File: src/rtl/serial_pattern_generator_if.sv
// Control and serial-stream bundle for serial_pattern_generator.
// "rpt" carries the repetition count (repeat is a reserved word).
interface serial_pattern_generator_if #(
   parameter int WIDTH = 4,
   parameter int CNT_W = 4
);
   localparam int LW = $clog2(WIDTH) + 1;

   logic             start;
   logic [WIDTH-1:0] pattern;
   logic [LW-1:0]    len;
   logic [CNT_W-1:0] rpt;
   logic             o;
   logic             valid;
   logic             busy;
   logic             done;

   modport master (
      output start, pattern, len, rpt,
      input  o, valid, busy, done
   );

   modport slave (
      input  start, pattern, len, rpt,
      output o, valid, busy, done
   );
endinterface

File: src/rtl/serial_pattern_generator.sv
// MSB-first serial pattern transmitter with repeat count and optional
// inter-repetition gap; start/busy/done handshake, all outputs registered.
module serial_pattern_generator #(
   parameter int WIDTH = 4,
   parameter int CNT_W = 4,
   parameter int GAP   = 0
) (
   input logic                      clk,
   input logic                      rst,
   serial_pattern_generator_if.slave bus
);
   localparam int LW = $clog2(WIDTH) + 1;
   localparam int IW = $clog2(WIDTH);
   localparam int GW = (GAP > 1) ? $clog2(GAP) : 1;

   localparam logic [LW-1:0]    LEN_MAX = LW'(WIDTH);
   localparam logic [IW-1:0]    IDX_ONE = IW'(1);
   localparam logic [CNT_W-1:0] REP_ONE = CNT_W'(1);
   localparam logic [GW-1:0]    GAP_ONE = GW'(1);
   localparam logic [GW-1:0]    GAP_M1  = GW'(GAP - 1);

   typedef enum logic [1:0] {
      S_IDLE,
      S_SEND,
      S_GAP,
      S_DONE
   } state_t;

   state_t           state;
   logic [WIDTH-1:0] pat_q;
   logic [IW-1:0]    last_q;
   logic [IW-1:0]    idx_q;
   logic [CNT_W-1:0] rep_q;
   logic [GW-1:0]    gap_q;
   logic             o_q;
   logic             valid_q;
   logic             busy_q;
   logic             done_q;

   logic          legal;
   logic [IW-1:0] len_m1;
   logic [IW-1:0] nxt_idx;

   assign legal = bus.start
                & (bus.len != '0)
                & (bus.len <= LEN_MAX)
                & (bus.rpt != '0);

   assign len_m1  = IW'(bus.len - LW'(1));
   assign nxt_idx = idx_q - IDX_ONE;

   always_ff @(posedge clk) begin
      if (!rst) begin
         state   <= S_IDLE;
         pat_q   <= '0;
         last_q  <= '0;
         idx_q   <= '0;
         rep_q   <= '0;
         gap_q   <= '0;
         o_q     <= 1'b0;
         valid_q <= 1'b0;
         busy_q  <= 1'b0;
         done_q  <= 1'b0;
      end else begin
         done_q <= 1'b0;
         unique case (state)
            S_IDLE: begin
               o_q     <= 1'b0;
               valid_q <= 1'b0;
               busy_q  <= 1'b0;
               if (legal) begin
                  pat_q   <= bus.pattern;
                  last_q  <= len_m1;
                  idx_q   <= len_m1;
                  rep_q   <= bus.rpt;
                  o_q     <= bus.pattern[len_m1];
                  valid_q <= 1'b1;
                  busy_q  <= 1'b1;
                  state   <= S_SEND;
               end
            end
            S_SEND: begin
               if (idx_q != '0) begin
                  idx_q <= nxt_idx;
                  o_q   <= pat_q[nxt_idx];
               end else if (rep_q != REP_ONE) begin
                  // rep_q counts the repetition in flight, so it
                  // never wraps even at the all-ones request
                  rep_q <= rep_q - REP_ONE;
                  if (GAP > 0) begin
                     gap_q   <= GAP_M1;
                     o_q     <= 1'b0;
                     valid_q <= 1'b0;
                     state   <= S_GAP;
                  end else begin
                     idx_q <= last_q;
                     o_q   <= pat_q[last_q];
                  end
               end else begin
                  rep_q   <= '0;
                  o_q     <= 1'b0;
                  valid_q <= 1'b0;
                  busy_q  <= 1'b0;
                  done_q  <= 1'b1;
                  state   <= S_DONE;
               end
            end
            S_GAP: begin
               if (gap_q != '0) begin
                  gap_q <= gap_q - GAP_ONE;
               end else begin
                  idx_q   <= last_q;
                  o_q     <= pat_q[last_q];
                  valid_q <= 1'b1;
                  state   <= S_SEND;
               end
            end
            S_DONE: begin
               state <= S_IDLE;
            end
            default: begin
               state <= S_IDLE;
            end
         endcase
      end
   end

   assign bus.o     = o_q;
   assign bus.valid = valid_q;
   assign bus.busy  = busy_q;
   assign bus.done  = done_q;
endmodule
File: src/flat_wrapper.sv
// flat-port wrapper written by rule: the top's interface ports become plain ports
module serial_pattern_generator_flat 
#(
   parameter int WIDTH = 4,
   parameter int CNT_W = 4,
   parameter int GAP   = 0
)
  (clk, rst, bus_start, bus_pattern, bus_len, bus_rpt, bus_o, bus_valid, bus_busy, bus_done);
  serial_pattern_generator_if #(.WIDTH(WIDTH), .CNT_W(CNT_W)) bus_i ();
  input logic clk;
  input logic rst;
  input wire logic [$bits(bus_i.start)-1:0] bus_start;
  input wire logic [$bits(bus_i.pattern)-1:0] bus_pattern;
  input wire logic [$bits(bus_i.len)-1:0] bus_len;
  input wire logic [$bits(bus_i.rpt)-1:0] bus_rpt;
  output wire logic [$bits(bus_i.o)-1:0] bus_o;
  output wire logic [$bits(bus_i.valid)-1:0] bus_valid;
  output wire logic [$bits(bus_i.busy)-1:0] bus_busy;
  output wire logic [$bits(bus_i.done)-1:0] bus_done;
  assign bus_i.start = bus_start;
  assign bus_i.pattern = bus_pattern;
  assign bus_i.len = bus_len;
  assign bus_i.rpt = bus_rpt;
  assign bus_o = bus_i.o;
  assign bus_valid = bus_i.valid;
  assign bus_busy = bus_i.busy;
  assign bus_done = bus_i.done;
  serial_pattern_generator #(.WIDTH(WIDTH), .CNT_W(CNT_W), .GAP(GAP)) u_core (.clk(clk), .rst(rst), .bus(bus_i));
endmodule
File: config.mk
export PLATFORM = sky130hd
export DESIGN_NAME = serial_pattern_generator_flat
export DESIGN_NICKNAME = d
export VERILOG_FILES = /design/src/rtl/serial_pattern_generator_if.sv /design/src/rtl/serial_pattern_generator.sv /design/src/flat_wrapper.sv
export SDC_FILE = /design/constraint.sdc
export NUM_CORES = 1
export LEC_CHECK = 0
export CELL_PAD_IN_SITES_DETAIL_PLACEMENT = 1
export CELL_PAD_IN_SITES_GLOBAL_PLACEMENT = 1
export CORE_ASPECT_RATIO = 1.25
export CORE_UTILIZATION = 42
export CTS_BUF_LIST = sky130_fd_sc_hd__clkbuf_8
export DETAILED_ROUTE_END_ITERATION = 6
export GPL_ROUTABILITY_DRIVEN = 0
export PLACE_DENSITY_LB_ADDON = 0.08
export SKIP_LAST_GASP = 1
export SYNTH_ARGS = -nofsm -noshare
export SYNTH_HDL_FRONTEND = slang
export SYNTH_SLANG_ARGS = --single-unit
export TNS_END_PERCENT = 10
File: constraint.sdc
create_clock -name clk -period 2.3 [get_ports clk]
set_input_delay 0.46 -clock clk [delete_from_list [all_inputs] [get_ports clk]]
set_output_delay 0.46 -clock clk [all_outputs]
set_load 0.01 [all_outputs]
* Word-level counts from Yosys, hierarchy flattened *
Index checks and enable logic that the tools add are counted.

word-level totals
  register bits = 19
  latch bits = 0
  RAM bits = 0
  memory bits (read-only) = 0
  bits of input ports = 14
  output and inout bits = 4
  word-level logic and storage cells = 79
  memories kept = 0

operators by class
  add/sub/neg operators = 4
  $mul = 0
  div/mod/pow operators = 0
  order comparisons = 4
  eq/ne operators = 9
  shifts and indexed selects = 0
  multiplexer cells = 33
  bitwise gates (word level) = 5
  reductions and logical operators = 14

operators by type and width
  kind                 number
  $mux 2               8
  $mux 1               13
  $mux 4               3
  $reduce_and 4->1     3
  $lt 2x3->1 const B   3
  $pmux 2 s4           1
  $pmux 4 s2           1
  $bmux 1 s2           3
  $ne 2x2->1 const B   3
  $pmux 1 s3           2
  $pmux 2 s3           1
  $reduce_and 3->1     2
  $reduce_bool 3->1    2
  $eq 2x2->1 const B   2
  $ne 4x1->1 const B   1
  $reduce_and 2->1     2
  $reduce_bool 2->1    2
  $reduce_bool 4->1    1
  $sub 2x1->2 const B  2
  $sub 4x1->4 const B  1
  $and 1x1->1          3
  $le 3x3->1 const B   1
  $ne 3x1->1 const B   1
  $reduce_or 3->1      1
  6 further kinds      7

* Depth between registers and ports, before layout *
  depth after elaboration = 6
  mapped depth = 7
  mapped depth without buffers = 6

* Worst setup path after synthesis *
OpenSTA, ideal clock, no wires.

  path kind = input port to flip-flop
  start point = input bus_len[0]
  end point = register u_core.rep_q[0]
  library setup time = 0.116 ns
  arrival time = 1.629 ns
  required time = 2.184 ns
  path slack = 0.554 ns
  stages on the path = 6
  buffers on the path = 0
  cells stage by stage = inv_1 ha_1 xnor2_1 a31oi_4 a211o_2 o211a_1

between the ends
  cells in the longest elaborated chain, start to end = 6
  elaborated cells between the ends (all ways) = 7
  classes of those cells = 1 x order compare; 1 x eq/ne; 3 x bitwise; 2 x reduce/logical

ends and longest elaborated chain
  what                                                line                            RTL
  from (decl)                                         flat_wrapper.sv:14              input wire logic [$bits(bus_i.len)-1:0] bus_len;
  branches (longest 2 deep; another with $le 3x3->1)  --
  $and 1x1->1 (*)                                     serial_pattern_generator.sv:46  & (bus.len <= LEN_MAX)
  $and 1x1->1 (*)                                     serial_pattern_generator.sv:47  & (bus.rpt != '0);
  $ne 2x1->1 (no source line) (*)                     --
  $reduce_and 3->1 (no source line) (*)               --
  to (signal assigned)                                serial_pattern_generator.sv:75  rep_q <= bus.rpt;
  to (signal assigned)                                serial_pattern_generator.sv:89  rep_q <= rep_q - REP_ONE;
  to (decl)                                           serial_pattern_generator.sv:33  logic [CNT_W-1:0] rep_q;

Every way passes the cells marked *.
A chain may end at the register's enable or synchronous reset.

* Final worst setup path *
  start point = input bus_len[0]
  end point = register u_core.pat_q[3]

between the ends
  cells in the longest elaborated chain, start to end = 5
  elaborated cells between the ends (all ways) = 6
  classes of those cells = 1 x order compare; 3 x bitwise; 2 x reduce/logical

ends and longest elaborated chain
  what                                                line                            RTL
  branches (longest 2 deep; another with $le 3x3->1)  --
  $and 1x1->1 (*)                                     serial_pattern_generator.sv:46
  $and 1x1->1 (*)                                     serial_pattern_generator.sv:47
  $reduce_and 2->1 (no source line) (*)               --
  to (signal assigned)                                serial_pattern_generator.sv:72  pat_q <= bus.pattern;
  to (decl)                                           serial_pattern_generator.sv:30  logic [WIDTH-1:0] pat_q;

Marks and branches as above.

==> summary.txt <==
Run status
  – Status: finished clean

Synthesis
  – Synthesized flop and latch total: 18
  – Synth cell types: 40
  – Syn Area/Cell: 9.01 µm²
  – Synth async-reset ratio: 0%
  – Synthesized Nets: 151
  – Yosys warns: 0
  – Cell Area, Synth: 0.00116 mm²
  – Post-synth EDFFs: 0
  – Ys flop type: dfxtp_1
  – Sequential cell area fraction in the yosys report: 31.0%
  – Syn Inst Count: 129

STA
  – Worst-margin pin slew: 0.482 ns
  – Fmax: 488 MHz
  – Setup violations, final: 0
  – Crit path time final: 2.05 ns
  – Final period util: 89.0%
  – RSZ-0062 raised after global routing: false
  – Final hold vios: 0
  – Max_slew headroom: 67.8%
  – Clk_skew: 0.00474 ns
  – Slew Viols, Final: 0

Detailed routing
  – DR DRC count: 0
  – Total number of vias: 1022
  – Final wirelength: 3.01 mm
  – First drt pass iteration count: 4
  – Remaining antenna violation count: 0
  – Vias/cell: 5.58
  – Drt initial violations: 10
  – Drt wl/cell: 16.4 µm

Hold path
  – Hold crit path type: reg2reg
  – Worst Hold Launch: u_core.idx_q[1]$_SDFFE_PN0P_
  – Hold Path Stages: 2
  – Hold Crit Endpoint: u_core.idx_q[1]$_SDFFE_PN0P_

Clocking
  – Worst-Skew Late Latency: 0.25 ns
  – TritonCTS clock tree: built
  – Post-CTS Setup Bufs: 0
  – Clock root cell: clkbuf_8
  – Post_cts resized: 0
  – Max clock buf depth: 2
  – Clock Sinks: 18
  – H-Tree Level Count: 1
  – Worst-path clk slew: 0.07 ns
  – Total CTS buffers: 3
  – Hold_buf cts: 0

Floorplanning
  – Die height: 60.8 µm
  – Die area: 0.00298 mm²
  – I/O pin total: 18
  – FP Rows: 20
  – Die W: 49.1 µm
  – Initial Utilization: 46.0%
  – Core Region: 0.00253 mm²

Flow run
  – Max_cap viols: 0

Global routing
  – Vias in the first global route: 1077
  – Pin count of the biggest net entering global routing: 13
  – First-pass GRT wire length: 5.09 mm
  – Grt total ovfl: 0
  – Antenna violations before repair: 0
  – Total GRT Usage: 23.4%

Layout
  – Share of layout cells above drive strength 1: 13.3%
  – Finished Cell Area: 0.00143 mm²
  – Final net count: 174
  – Fillers: 305
  – N_diodes: 0
  – Synth-to-Final Area Change: 23.3%

Pwr
  – Total power: 1.48 mW
  – P per Cell Area: 1030 mW/mm²
  – Leak: 0.577 nW
  – Peak supply drop: 497 µV

Setup path
  – Type of origin of the critical path: input pin
  – CP required: 2.45 ns
  – RR Startpoint: u_core.state[1]$_SDFFE_PN0P_
  – FF-to-FF path depth: 5
  – R2R Path End: u_core.rep_q[2]$_SDFFE_PN0P_
  – Worst-path fanout max: 7
  – Worst path arrival time: 2.20 ns
  – Crit end category: register
  – Crit path kind: in2reg
  – R2R Setup Slk: 0.45 ns

Placement
  – DP Area: 0.00139 mm²
  – Port Buffer Count: 17
  – DP Wirelength: 2.44 mm
==> registers in the layout, summed over array words and instances (netlist names) <==
signal and count:
u_core.bus.busy 1, u_core.bus.done 1, u_core.bus.o 1, u_core.bus.valid 1, u_core.idx_q 2, u_core.last_q 2, u_core.pat_q 4, u_core.rep_q 4
u_core.state 2
==> cells by family after synthesis <==
logic type               synth area share [%]
multiplexers                             11.0
XOR/XNOR                                 1.51
buffers and inverters                    6.57
adder cells (fa/ha/maj)                  8.61
AO/OA/AOI/OAI                            21.5
flip-flops                               31.0
AND/OR/NAND/NOR                          19.8
==> how the worst max path moves through the flow <==
stage	from	to	slack (ns)	cells after the start
after CTS	bus_len[0]	u_core.pat_q[3]$_SDFFE_PN0P_	0.25	8
after floorplan	bus_len[0]	u_core.rep_q[0]$_SDFFE_PN0P_	0.55	6
after detailed placement	bus_len[0]	u_core.pat_q[3]$_SDFFE_PN0P_	-0.02	8
after global routing	bus_len[0]	u_core.pat_q[3]$_SDFFE_PN0P_	0.13	8
final	bus_len[0]	u_core.pat_q[3]$_SDFFE_PN0P_	0.25	8
after global placement	bus_len[0]	u_core.pat_q[3]$_SDFFE_PN0P_	0.04	8
==> where the power goes <==
part	switching (mW)	total (mW)	internal, mW
combinational	0.411	0.783	0.372
sequential	0.0774	0.475	0.398
clock	0.105	0.221	0.116
==> per-stage QoR <==
step / setup slack (ns) / std cells / hold WS [ns] / TNS, ns / util, %
floorplan: 0.554 / 129 / 0.435 / 0 / -
global placement: 0.0352 / 180 / 0.445 / 0 / 55.0
detailed placement: -0.0152 / 180 / 0.462 / -0.0152 / 55.0
CTS: 0.251 / 183 / 0.474 / 0 / 56.7
global route: 0.134 / 183 / 0.495 / 0 / 56.7
finish: 0.253 / 183 / 0.465 / 0 / 56.7
==> cells in the final DEF (no fill, tap or decap), types with 2 or more instances in the layout <==
master,netlist,layout
o21ai_0,9,9
mux2i_1,6,6
xnor2_1,2,2
inv_1,13,13
nand2b_1,3,3
nor2_1,4,4
clkdlybuf4s50_1,0,17
nand2_1,14,14
nor3b_1,2,2
o22ai_1,2,2
a21oi_1,5,5
o221ai_1,2,2
nand3b_1,2,2
mux4_2,3,3
nor2b_1,5,5
nand3_1,2,2
ha_1,8,8
a211o_2,2,2
dfxtp_1,18,18
buf_4,0,6
o211a_1,4,4
clkbuf_8,0,3
==> synth_stat cells, types with 2 or more instances <==
| cell | count | area [µm²] |
|---|---|---|
| ha_1 | 8 | 100 |
| o22ai_1 | 2 | 12.5 |
| nand3b_1 | 2 | 15.0 |
| xnor2_1 | 2 | 17.5 |
| nand2b_1 | 3 | 18.8 |
| mux2i_1 | 6 | 60.1 |
| o211a_1 | 4 | 40.0 |
| dfxtp_1 | 18 | 360 |
| nor3b_1 | 2 | 15.0 |
| clkbuf_1 | 3 | 11.3 |
| o221ai_1 | 2 | 17.5 |
| a211o_2 | 2 | 20.0 |
| mux4_2 | 3 | 67.6 |
| a21oi_1 | 5 | 25.0 |
| nand2_1 | 14 | 52.6 |
| nand3_1 | 2 | 10.0 |
| o21ai_0 | 9 | 45.0 |
| nor2_1 | 4 | 15.0 |
| inv_1 | 13 | 48.8 |
| nor2b_1 | 5 | 31.3 |
==> area by class of cell <==
cell class                 count  area, µm²  share of cell area [%]
sequential                    18        360                    25.2
multi-input combinational     93        726                    50.7
inverter                      13       48.8                    3.41
clock buffer                   3       41.3                    2.88
timing repair buffer          23        215                    15.0
tap                           33       41.3                    2.88
==> per-layer routing <==
| layer | vias up | GRT usage (%) | routed length, µm |
|---|---|---|---|
| li1 | 506 | - | - |
| met1 | 500 | 24.4 | 1250 |
| met2 | 12 | 47.0 | 1670 |
| met3 | 4 | 3.01 | 43 |
| met4 | 0 | 10.9 | 41 |
| met5 | - | 0 | 0 |
==> worst max-delay path, cell delays in order <==
cell             delay (ns)
clkdlybuf4s50_1        0.47
inv_1                  0.06
ha_1                   0.20
xnor2_1                0.15
buf_4                  0.15
and4_1                 0.38
mux2i_1                0.25
nor2b_1                0.06
Note: power is estimated with default switching activity, not from simulation.
